==> src/rtl/adder_share_arb_pkg.sv <==
// Shared definitions for the adder_share_arb block: default sizes and the bit
// positions of the C/O/Z flags inside the registered result.
package adder_share_arb_pkg;

  localparam int DEFAULT_W    = 8;
  localparam int DEFAULT_NREQ = 2;

  // Flag vector layout, also used by consumers that unpack a flags word.
  localparam int FLAG_C = 0;
  localparam int FLAG_O = 1;
  localparam int FLAG_Z = 2;
  localparam int NFLAGS = 3;

endpackage

==> src/rtl/adder_share_arb_if.sv <==
// Request/result bundle between the requesting units and the shared adder.
interface adder_share_arb_if #(
  parameter int W    = 8,
  parameter int NREQ = 2
);
  localparam int IDW = $clog2(NREQ);

  // Handshake: a request transfers on a cycle where req_valid[i] & req_ready[i];
  // a result transfers on a cycle where out_valid & out_ready. Payloads are held
  // stable by the sender while valid is high and ready is low.
  logic [NREQ-1:0]   req_valid;
  logic [NREQ-1:0]   req_ready;
  logic [NREQ*W-1:0] req_x;
  logic [NREQ*W-1:0] req_y;
  logic [NREQ-1:0]   req_sub;
  logic              out_valid;
  logic              out_ready;
  logic [IDW-1:0]    out_id;
  logic [W-1:0]      out_s;
  logic              out_c;
  logic              out_o;
  logic              out_z;

  modport slave (
    input  req_valid, req_x, req_y, req_sub, out_ready,
    output req_ready, out_valid, out_id, out_s, out_c, out_o, out_z
  );

  modport master (
    output req_valid, req_x, req_y, req_sub, out_ready,
    input  req_ready, out_valid, out_id, out_s, out_c, out_o, out_z
  );

endinterface

==> src/rtl/adder_share_arb_rr_arbiter.sv <==
// Round-robin grant: first asserted request at or above ptr, wrapping to 0.
module adder_share_arb_rr_arbiter #(
  parameter int NREQ = 2,
  localparam int IDW = $clog2(NREQ)
) (
  input  logic [NREQ-1:0] req_i,
  input  logic [IDW-1:0]  ptr_i,
  input  logic            en_i,
  output logic [NREQ-1:0] grant_o,
  output logic [IDW-1:0]  idx_o,
  output logic            any_o
);

  int             pos;
  logic [IDW-1:0] p;
  logic           found;

  always_comb begin
    grant_o = '0;
    idx_o   = '0;
    found   = 1'b0;
    pos     = 0;
    p       = '0;
    for (int k = 0; k < NREQ; k++) begin
      pos = (int'(ptr_i) + k) % NREQ;
      p   = IDW'(pos);
      if (en_i && !found && req_i[p]) begin
        found      = 1'b1;
        grant_o[p] = 1'b1;
        idx_o      = p;
      end
    end
    any_o = found;
  end

endmodule

==> src/rtl/adder_share_arb.sv <==
// One add/sub datapath shared by NREQ requesters: round-robin arbitration,
// single registered result slot carrying flags and the winning requester id.
module adder_share_arb
  import adder_share_arb_pkg::*;
#(
  parameter int W    = DEFAULT_W,
  parameter int NREQ = DEFAULT_NREQ,
  localparam int IDW = $clog2(NREQ)
) (
  input  logic              clk,
  input  logic              rst,
  adder_share_arb_if.slave  bus,
  output logic [IDW-1:0]    ptr_o
);

  logic              free;
  logic              arb_en;
  logic [NREQ-1:0]   grant;
  logic [IDW-1:0]    gidx;
  logic              accept;

  logic [W-1:0]      x_sel;
  logic [W-1:0]      y_sel;
  logic              sub_sel;
  logic [W-1:0]      t;
  logic [W:0]        sum;
  logic              ovf;

  logic              out_valid_q, out_valid_d;
  logic [IDW-1:0]    out_id_q,    out_id_d;
  logic [W-1:0]      s_q,         s_d;
  logic [NFLAGS-1:0] flags_q,     flags_d;
  logic [IDW-1:0]    ptr_q,       ptr_d;

  // Reset also blocks grants so nothing is accepted while the slot is being cleared.
  assign free   = ~out_valid_q | bus.out_ready;
  assign arb_en = free & ~rst;

  adder_share_arb_rr_arbiter #(.NREQ(NREQ)) u_arb (
    .req_i   (bus.req_valid),
    .ptr_i   (ptr_q),
    .en_i    (arb_en),
    .grant_o (grant),
    .idx_o   (gidx),
    .any_o   (accept)
  );

  assign bus.req_ready = grant;

  always_comb begin
    x_sel   = '0;
    y_sel   = '0;
    sub_sel = 1'b0;
    for (int i = 0; i < NREQ; i++) begin
      if (gidx == IDW'(i)) begin
        x_sel   = bus.req_x[i*W +: W];
        y_sel   = bus.req_y[i*W +: W];
        sub_sel = bus.req_sub[i];
      end
    end
  end

  // Subtract as x + ~y + 1, so carry out means "no borrow".
  always_comb begin
    t   = y_sel ^ {W{sub_sel}};
    sum = {1'b0, x_sel} + {1'b0, t} + {{W{1'b0}}, sub_sel};
    ovf = ~(x_sel[W-1] ^ t[W-1]) & (sum[W-1] ^ x_sel[W-1]);
  end

  always_comb begin
    out_valid_d = out_valid_q;
    out_id_d    = out_id_q;
    s_d         = s_q;
    flags_d     = flags_q;
    ptr_d       = ptr_q;
    if (accept) begin
      out_valid_d     = 1'b1;
      out_id_d        = gidx;
      s_d             = sum[W-1:0];
      flags_d[FLAG_C] = sum[W];
      flags_d[FLAG_O] = ovf;
      flags_d[FLAG_Z] = ~|sum[W-1:0];
      ptr_d           = (gidx == IDW'(NREQ - 1)) ? '0 : gidx + 1'b1;
    end else if (bus.out_ready) begin
      out_valid_d = 1'b0;
    end
  end

  always_ff @(posedge clk or posedge rst) begin
    if (rst) begin
      out_valid_q <= 1'b0;
      out_id_q    <= '0;
      s_q         <= '0;
      flags_q     <= '0;
      ptr_q       <= '0;
    end else begin
      out_valid_q <= out_valid_d;
      out_id_q    <= out_id_d;
      s_q         <= s_d;
      flags_q     <= flags_d;
      ptr_q       <= ptr_d;
    end
  end

  assign bus.out_valid = out_valid_q;
  assign bus.out_id    = out_id_q;
  assign bus.out_s     = s_q;
  assign bus.out_c     = flags_q[FLAG_C];
  assign bus.out_o     = flags_q[FLAG_O];
  assign bus.out_z     = flags_q[FLAG_Z];
  assign ptr_o         = ptr_q;

endmodule
==> src/flat_wrapper.sv <==
// flat-port wrapper written by rule: the top's interface ports become plain ports
module adder_share_arb_flat import adder_share_arb_pkg::*;
#(
  parameter int W    = DEFAULT_W,
  parameter int NREQ = DEFAULT_NREQ,
  localparam int IDW = $clog2(NREQ)
)
  (clk, rst, ptr_o, bus_req_valid, bus_req_x, bus_req_y, bus_req_sub, bus_out_ready, bus_req_ready, bus_out_valid, bus_out_id, bus_out_s, bus_out_c, bus_out_o, bus_out_z);
  adder_share_arb_if #(.W(W), .NREQ(NREQ)) bus_i ();
  input  logic clk;
  input  logic rst;
  output logic [IDW-1:0] ptr_o;
  input wire logic [$bits(bus_i.req_valid)-1:0] bus_req_valid;
  input wire logic [$bits(bus_i.req_x)-1:0] bus_req_x;
  input wire logic [$bits(bus_i.req_y)-1:0] bus_req_y;
  input wire logic [$bits(bus_i.req_sub)-1:0] bus_req_sub;
  input wire logic [$bits(bus_i.out_ready)-1:0] bus_out_ready;
  output wire logic [$bits(bus_i.req_ready)-1:0] bus_req_ready;
  output wire logic [$bits(bus_i.out_valid)-1:0] bus_out_valid;
  output wire logic [$bits(bus_i.out_id)-1:0] bus_out_id;
  output wire logic [$bits(bus_i.out_s)-1:0] bus_out_s;
  output wire logic [$bits(bus_i.out_c)-1:0] bus_out_c;
  output wire logic [$bits(bus_i.out_o)-1:0] bus_out_o;
  output wire logic [$bits(bus_i.out_z)-1:0] bus_out_z;
  assign bus_i.req_valid = bus_req_valid;
  assign bus_i.req_x = bus_req_x;
  assign bus_i.req_y = bus_req_y;
  assign bus_i.req_sub = bus_req_sub;
  assign bus_i.out_ready = bus_out_ready;
  assign bus_req_ready = bus_i.req_ready;
  assign bus_out_valid = bus_i.out_valid;
  assign bus_out_id = bus_i.out_id;
  assign bus_out_s = bus_i.out_s;
  assign bus_out_c = bus_i.out_c;
  assign bus_out_o = bus_i.out_o;
  assign bus_out_z = bus_i.out_z;
  adder_share_arb #(.W(W), .NREQ(NREQ)) u_core (.clk(clk), .rst(rst), .bus(bus_i), .ptr_o(ptr_o));
endmodule
==> config.mk <==
export PLATFORM = sky130hd
export DESIGN_NAME = adder_share_arb_flat
export DESIGN_NICKNAME = d
export VERILOG_FILES = /design/src/rtl/adder_share_arb_pkg.sv /design/src/rtl/adder_share_arb_if.sv /design/src/rtl/adder_share_arb_rr_arbiter.sv /design/src/rtl/adder_share_arb.sv /design/src/flat_wrapper.sv
export SDC_FILE = /design/constraint.sdc
export NUM_CORES = 1
export LEC_CHECK = 0
export ABC_AREA = 1
export BUFFER_PORTS_ARGS = -buffer_cell sky130_fd_sc_hd__buf_2
export CORE_UTILIZATION = 37
export CTS_CLUSTER_SIZE = 28
export DETAILED_ROUTE_END_ITERATION = 12
export PLACE_DENSITY = 0.75
export SETUP_SLACK_MARGIN = 0.5
export SYNTH_ARGS = -nofsm -noshare
export SYNTH_HDL_FRONTEND = slang
export SYNTH_HIERARCHICAL = 1
export SYNTH_SLANG_ARGS = --single-unit
==> constraint.sdc <==
create_clock -name clk -period 3.9 [get_ports clk]
set_input_delay 0.975 -clock clk [delete_from_list [all_inputs] [get_ports clk]]
set_output_delay 0.975 -clock clk [all_outputs]
set_load 0.01 [all_outputs]
# Word level (Yosys, flattened, before mapping)
# Cells that the tools add are included.
[word_totals]
reg_bits = 14
output_inout_bits = 16
inputBits = 39
wordCells = 52
[op_classes]
magnitude_cmp = 4
n_bitwise = 10
reduce_logical = 9
mux = 20
addsub = 4
[ops]
columns = ["op", "count"]
rows = [
  ["$mux 8", 2],
  ["$mux 1", 14],
  ["$add 8x8->9", 1],
  ["$add 9x1->9", 1],
  ["$reduce_or 8->1", 1],
  ["$xor 8x8->8", 1],
  ["$logic_and 1x1->1", 5],
  ["$lt 1x2->1 const B", 2],
  ["$mux 2", 2],
  ["$not 1->1", 3],
  ["$add 1x1->1 const B", 2],
  ["$and 1x1->1", 2],
  ["$demux 1 s1", 2],
  ["$ge 1x1->1 const B", 2],
  ["$logic_not 1->1", 2],
  ["$or 2x2->2", 1],
  ["$reduce_bool 2->1", 1],
  ["$xor 1x1->1", 2],
  ["$or 1x1->1", 1],
]

# Longest topological paths before layout
[depth]
word_depth = 15
ltp_mapped = 22
ltp_nobuf = 21

# Hierarchy
# The synthesis kept the hierarchy.
[modules_own_cells]
columns = ["module", "cells_per_inst", "seq_area_each_um2", "n_inst", "area_each_um2"]
rows = [
  ["adder_share_arb", 184, 350.3, 1, 1312.5],
  ["adder_share_arb_rr_arbiter", 7, 0.0, 1, 30.0],
]

# Worst setup path after synthesis
# Ideal clock, no wire load.
[synth_path]
kind = "input -> register"
from = "input bus_out_ready"
to = "register u_core.flags_q[2]"
n_path_buf = 2
cell_stages = 18
required_ns = 3.835
setup_slack_ns = 0.561
arrival_time_ns = 3.274
setup_ns = 0.065
path_cell_list = "inv_1 > a21oi_1 > nand2_1 > a21oi_1 > buf_6 > buf_2 > nand2_1 > o21ai_1 > inv_1 > fa_1 > nand2_1 > nor2_1 > nand3_1 > nor2_1 > nand3_1 > nor2_1 > nand3_2 > nand2_1"
[synth_via]
elab_chain_cells = 14
elab_cells_between_ends = 18
classes_between = "2 x add/sub; 7 x mux; 3 x bitwise; 6 x reduce/logical"
[synth_rtl]
columns = ["item", "line", "source"]
rows = [
  ["from (decl)", "flat_wrapper.sv:17", "input wire logic [$bits(bus_i.out_ready)-1:0] bus_out_ready;"],
  ["$or 1x1->1 *", "adder_share_arb.sv:36", "assign free = ~out_valid_q | bus.out_ready;"],
  ["$and 1x1->1 *", "adder_share_arb.sv:37", "assign arb_en = free & ~rst;"],
  ["net u_core.arb_en", "adder_share_arb.sv:17", "logic arb_en;"],
  ["$logic_and 1x1->1", "adder_share_arb_rr_arbiter.sv:27", "if (en_i && !found && req_i[p]) begin"],
  ["$mux 1", "adder_share_arb_rr_arbiter.sv:27", ""],
  ["$logic_not 1->1", "adder_share_arb_rr_arbiter.sv:27", ""],
  ["$logic_and 1x1->1 (2 in series)", "adder_share_arb_rr_arbiter.sv:27", ""],
  ["$mux 1 *", "adder_share_arb_rr_arbiter.sv:27", ""],
  ["net u_core.gidx", "adder_share_arb.sv:19", "logic [IDW-1:0] gidx;"],
  ["$mux 8 or $mux 1 (tied branches)", "adder_share_arb.sv:55", "if (gidx == IDW'(i)) begin"],
  ["$xor 8x8->8", "adder_share_arb.sv:65", "t = y_sel ^ {W{sub_sel}};"],
  ["$add 8x8->9", "adder_share_arb.sv:66", "sum = {1'b0, x_sel} + {1'b0, t} + {{W{1'b0}}, sub_sel};"],
  ["$add 9x1->9 *", "adder_share_arb.sv:66", ""],
  ["$reduce_or 8->1 *", "adder_share_arb.sv:82", "flags_d[FLAG_Z] = ~|sum[W-1:0];"],
  ["$logic_not 1->1 *", "adder_share_arb.sv:82", ""],
  ["to (signal assigned)", "adder_share_arb.sv:100", "flags_q <= flags_d;"],
  ["to (decl)", "adder_share_arb.sv:32", "logic [NFLAGS-1:0] flags_q, flags_d;"],
]
# The timed path passes the listed nets; every way through them passes the cells marked *.
# A chain may end at the register's enable or synchronous reset.

# Final worst setup path
[layout_path]
from = "input bus_out_ready"
to = "register u_core.s_q[6], in the netlist u_core/bus.out_s[6]"
[layout_via]
elab_chain_cells = 12
elab_cells_between_ends = 16
classes_between = "2 x add/sub; 7 x mux; 3 x bitwise; 4 x reduce/logical"
[layout_rtl]
columns = ["item", "line", "source"]
rows = [
  ["$or 1x1->1 *", "adder_share_arb.sv:36", ""],
  ["$and 1x1->1 *", "adder_share_arb.sv:37", ""],
  ["net u_core.arb_en", "adder_share_arb.sv:17", ""],
  ["$logic_and 1x1->1", "adder_share_arb_rr_arbiter.sv:27", ""],
  ["$mux 1", "adder_share_arb_rr_arbiter.sv:27", ""],
  ["$logic_not 1->1", "adder_share_arb_rr_arbiter.sv:27", ""],
  ["$logic_and 1x1->1 (2 in series)", "adder_share_arb_rr_arbiter.sv:27", ""],
  ["$mux 1 *", "adder_share_arb_rr_arbiter.sv:27", ""],
  ["net u_core.gidx", "adder_share_arb.sv:19", ""],
  ["$mux 8 or $mux 1 (tied branches)", "adder_share_arb.sv:55", ""],
  ["$xor 8x8->8", "adder_share_arb.sv:65", ""],
  ["$add 8x8->9", "adder_share_arb.sv:66", ""],
  ["$add 9x1->9 *", "adder_share_arb.sv:66", ""],
  ["to (signal assigned)", "adder_share_arb.sv:93", "s_q <= '0;"],
  ["to (signal assigned)", "adder_share_arb.sv:99", "s_q <= s_d;"],
  ["to (decl)", "adder_share_arb.sv:31", "logic [W-1:0] s_q, s_d;"],
]
# Marked as above.

==> run metrics <==
fin nets=294; DR vias=1305; die height=62.2 µm; initial drt markers=35; Post-route DRC=0; starting density of the core=39.3%; R2R Setup Slk=1.13 ns; Core Area=3420 µm²; largest buffer count on any clock path=2; # IOs=55; clock-pin slew on the worst setup and hold paths=0.08 ns; status=completed; Cell Rows=21; pre-CTS setup slack=0.197 ns; die extent in x=62.2 µm; Worst R2R Start=u_core/bus.out_valid; GR Overflow Total=0; Layout area overhead=27.6%; Port Buffers=54; r2r endpoint=u_core/bus.out_s[6]; DP Wirelength=2360 µm; final hold violation count=0; synthesized area=1340 µm²; element type at the critical path end=flip-flop; Worst-Margin Slew=0.546 ns; Hold/Removal Path Class=flip-flop to flip-flop; Min-Delay Path Depth=2; buffer count from post-CTS setup fixing=0; Syn Area/Cell=7.03 µm²; die area=3870 µm²; worst reg2reg path depth=17; leakage power total=0.987 nW; Syn Inst Count=191; # diodes=0; overall power=0.000660 W; Placed Cells=288; vias in the first global route=1142; Max Cap Viol=0; Max Fclk=315 MHz; clock root buffer=clkbuf_4; Total Routed Length=2850 µm; Period minus WS final=3.17 ns; CTS tree=built; flops & latches, synth=14; initial antenna violation count=0; sequential cell area fraction in the yosys report=26.1%; htree depth=1; HP Start=u_core/bus.out_id; Slew headroom=63.5%; critical path data arrival time=3.33 ns; Yosys warnings=6; CP Max Fanout=18; Max IR drop VDD=0.000128 V; total negative slack=0 ns; last weighted congestion value of the routability-driven placer=0.780; hold-fix buffers at CTS=0; startpoint type of the worst setup path=primary input; Final WS setup=0.729 ns; global-route wire length before repair=4760 µm; Data required, critical path=4.06 ns; fraction of the cycle the final worst path needs=81.3%; Final setup violation count=0; drt via density=4.48; Routed Antenna Nets=0; Clock Skew=0.00816 ns; Setup CP Type=primary input to flip-flop; Max Slew Vio Count=0; First-pass DRT Iterations=4; Distinct cells, synth=28; hold endpoint=u_core/bus.out_id; PD cells=385 nW/µm²; CTS buffer count=3; GRT Util Overall=15.3%; CTS sink count=14; Synth Net Count=238; WL/cell=9.80 µm; largest net degree at the start of global routing=19; later-pin clock latency in the skew report=0.28 ns; RSZ-0062 raised after global routing=yes; Fillers=369; share of cells above drive strength 1=35.9%; fin cells=291
[worst max-delay path by stage]
stage | startpoint | depth (start not counted) | end | slack (ns)
floorplan | bus_out_ready | 18 | u_core/flags_q[2] | 0.56
global placement | bus_out_ready | 19 | u_core/flags_q[1] | 0.32
detailed placement | bus_out_ready | 19 | u_core/flags_q[1] | 0.20
CTS | bus_out_ready | 19 | u_core/flags_q[2] | 0.55
global route | bus_out_ready | 21 | u_core/flags_q[0] | 0.50
finish | bus_out_ready | 19 | u_core/bus.out_s[6] | 0.73
[registers in the layout (all words and copies together) (netlist names)]
signal / cells
u_core/bus.out_s: 8
u_core/flags_q: 3
u_core/bus.out_id: 1
u_core/bus.out_valid: 1
u_core/ptr_o: 1
[metrics by stage]
| stage | instance area, µm² | hold slack, ns | utilization [%] |
|---|---|---|---|
| 2_1_floorplan | 1340 | 0.509 | - |
| 3_3_place_gp | 1650 | 0.455 | 48.4 |
| 3_5_place_dp | 1650 | 0.454 | 48.4 |
| 4_1_cts | 1680 | 0.472 | 49.2 |
| 5_1_grt | 1710 | 0.491 | 50.1 |
| 6_report | 1710 | 0.470 | 50.1 |
[power by group]
part / leakage [nW] / switching, W / internal [W]
combinational: 0.809 / 0.000220 / 0.000150
clock: 0.0138 / 0.0000442 / 0.0000358
sequential: 0.164 / 0.0000232 / 0.000187
[critical path, cell delays in order]
cell	delay (ns)
buf_2	0.08
inv_1	0.05
a21oi_2	0.15
nand2_2	0.10
a21oi_4	0.22
buf_12	0.19
mux2i_2	0.27
xor2_2	0.13
fa_1	0.42
inv_1	0.09
nand3_1	0.08
nand2_1	0.10
nand2_1	0.05
nand2_1	0.05
nand2_1	0.06
nand2_1	0.06
nand2_1	0.06
nand2_1	0.12
o21ai_1	0.08
[repair_timing]
item / in CTS / in global routing
resized for setup: 1 / 7
cloned: 0 / 0
pin swaps: 0 / 1
endpoints found under the setup margin: 2 / 6
[synthesized netlist by cell type (all sizes together)]
cell / n / area share [%]
nand2: 77 / 26
inv: 26 / 7.3
dfrtp: 14 / 26
nand3: 11 / 5.8
nor2: 11 / 3.3
a21oi: 9 / 3.4
ha: 7 / 6.5
mux2i: 7 / 5.2
xor2: 7 / 4.6
a31oi: 5 / 2.3
buf: 4 / 2.4
o21ai: 4 / 1.8
o21a: 3 / 1.7
clkbuf: 1 / 0.28
clkinv: 1 / 0.28
fa: 1 / 1.5
nand3b: 1 / 0.56
nand4: 1 / 0.47
or2: 1 / 0.47
[layout make-up]
class | instances | area (µm²) | share of cell area [%]
flip-flops and latches | 14 | 350 | 20.5
well taps | 46 | 57.6 | 3.36
clock buffers | 3 | 22.5 | 1.31
inverters | 27 | 101 | 5.92
repair buffers | 56 | 298 | 17.4
multi-input cells | 145 | 883 | 51.6
[per-layer routing]
layer  global-route usage (%)  routed length, µm  share of wire, %  vias up
met3                     2.21                146               5.1        2
met4                     6.10                  7              0.25        0
met1                     19.8               1350                47      553
met5                        0                  0                 0        -
li1                         -                  -                 -      708
met2                     25.3               1350                47       42
[kinds of logic (layout without fill, tap and decap cells)]
kind of cell             Yosys count  after routing  synth area share, %
AND/OR/NAND/NOR                  102            102                 36.7
buffers and inverters             32             86                 10.3
AO/OA/AOI/OAI                     21             21                 9.13
flip-flops                        14             14                 26.1
adder cells (fa/ha/maj)            8              8                 8.01
XOR/XNOR                           7              7                 4.57
multiplexers                       7              7                 5.22
[layout by cell type (no fill, tap or decap), types with 3 or more instances in the layout]
master / instances
inv_1: 24
nand2_2: 14
nand2_1: 59
dfrtp_1: 14
nand2_4: 4
nor2_1: 10
mux2i_1: 6
nand3_1: 8
a21oi_1: 7
o21a_1: 3
buf_2: 54
ha_1: 7
xor2_1: 6
a31oi_1: 5
clkbuf_4: 3
No activity file was read; power rests on OpenSTA's default activity.
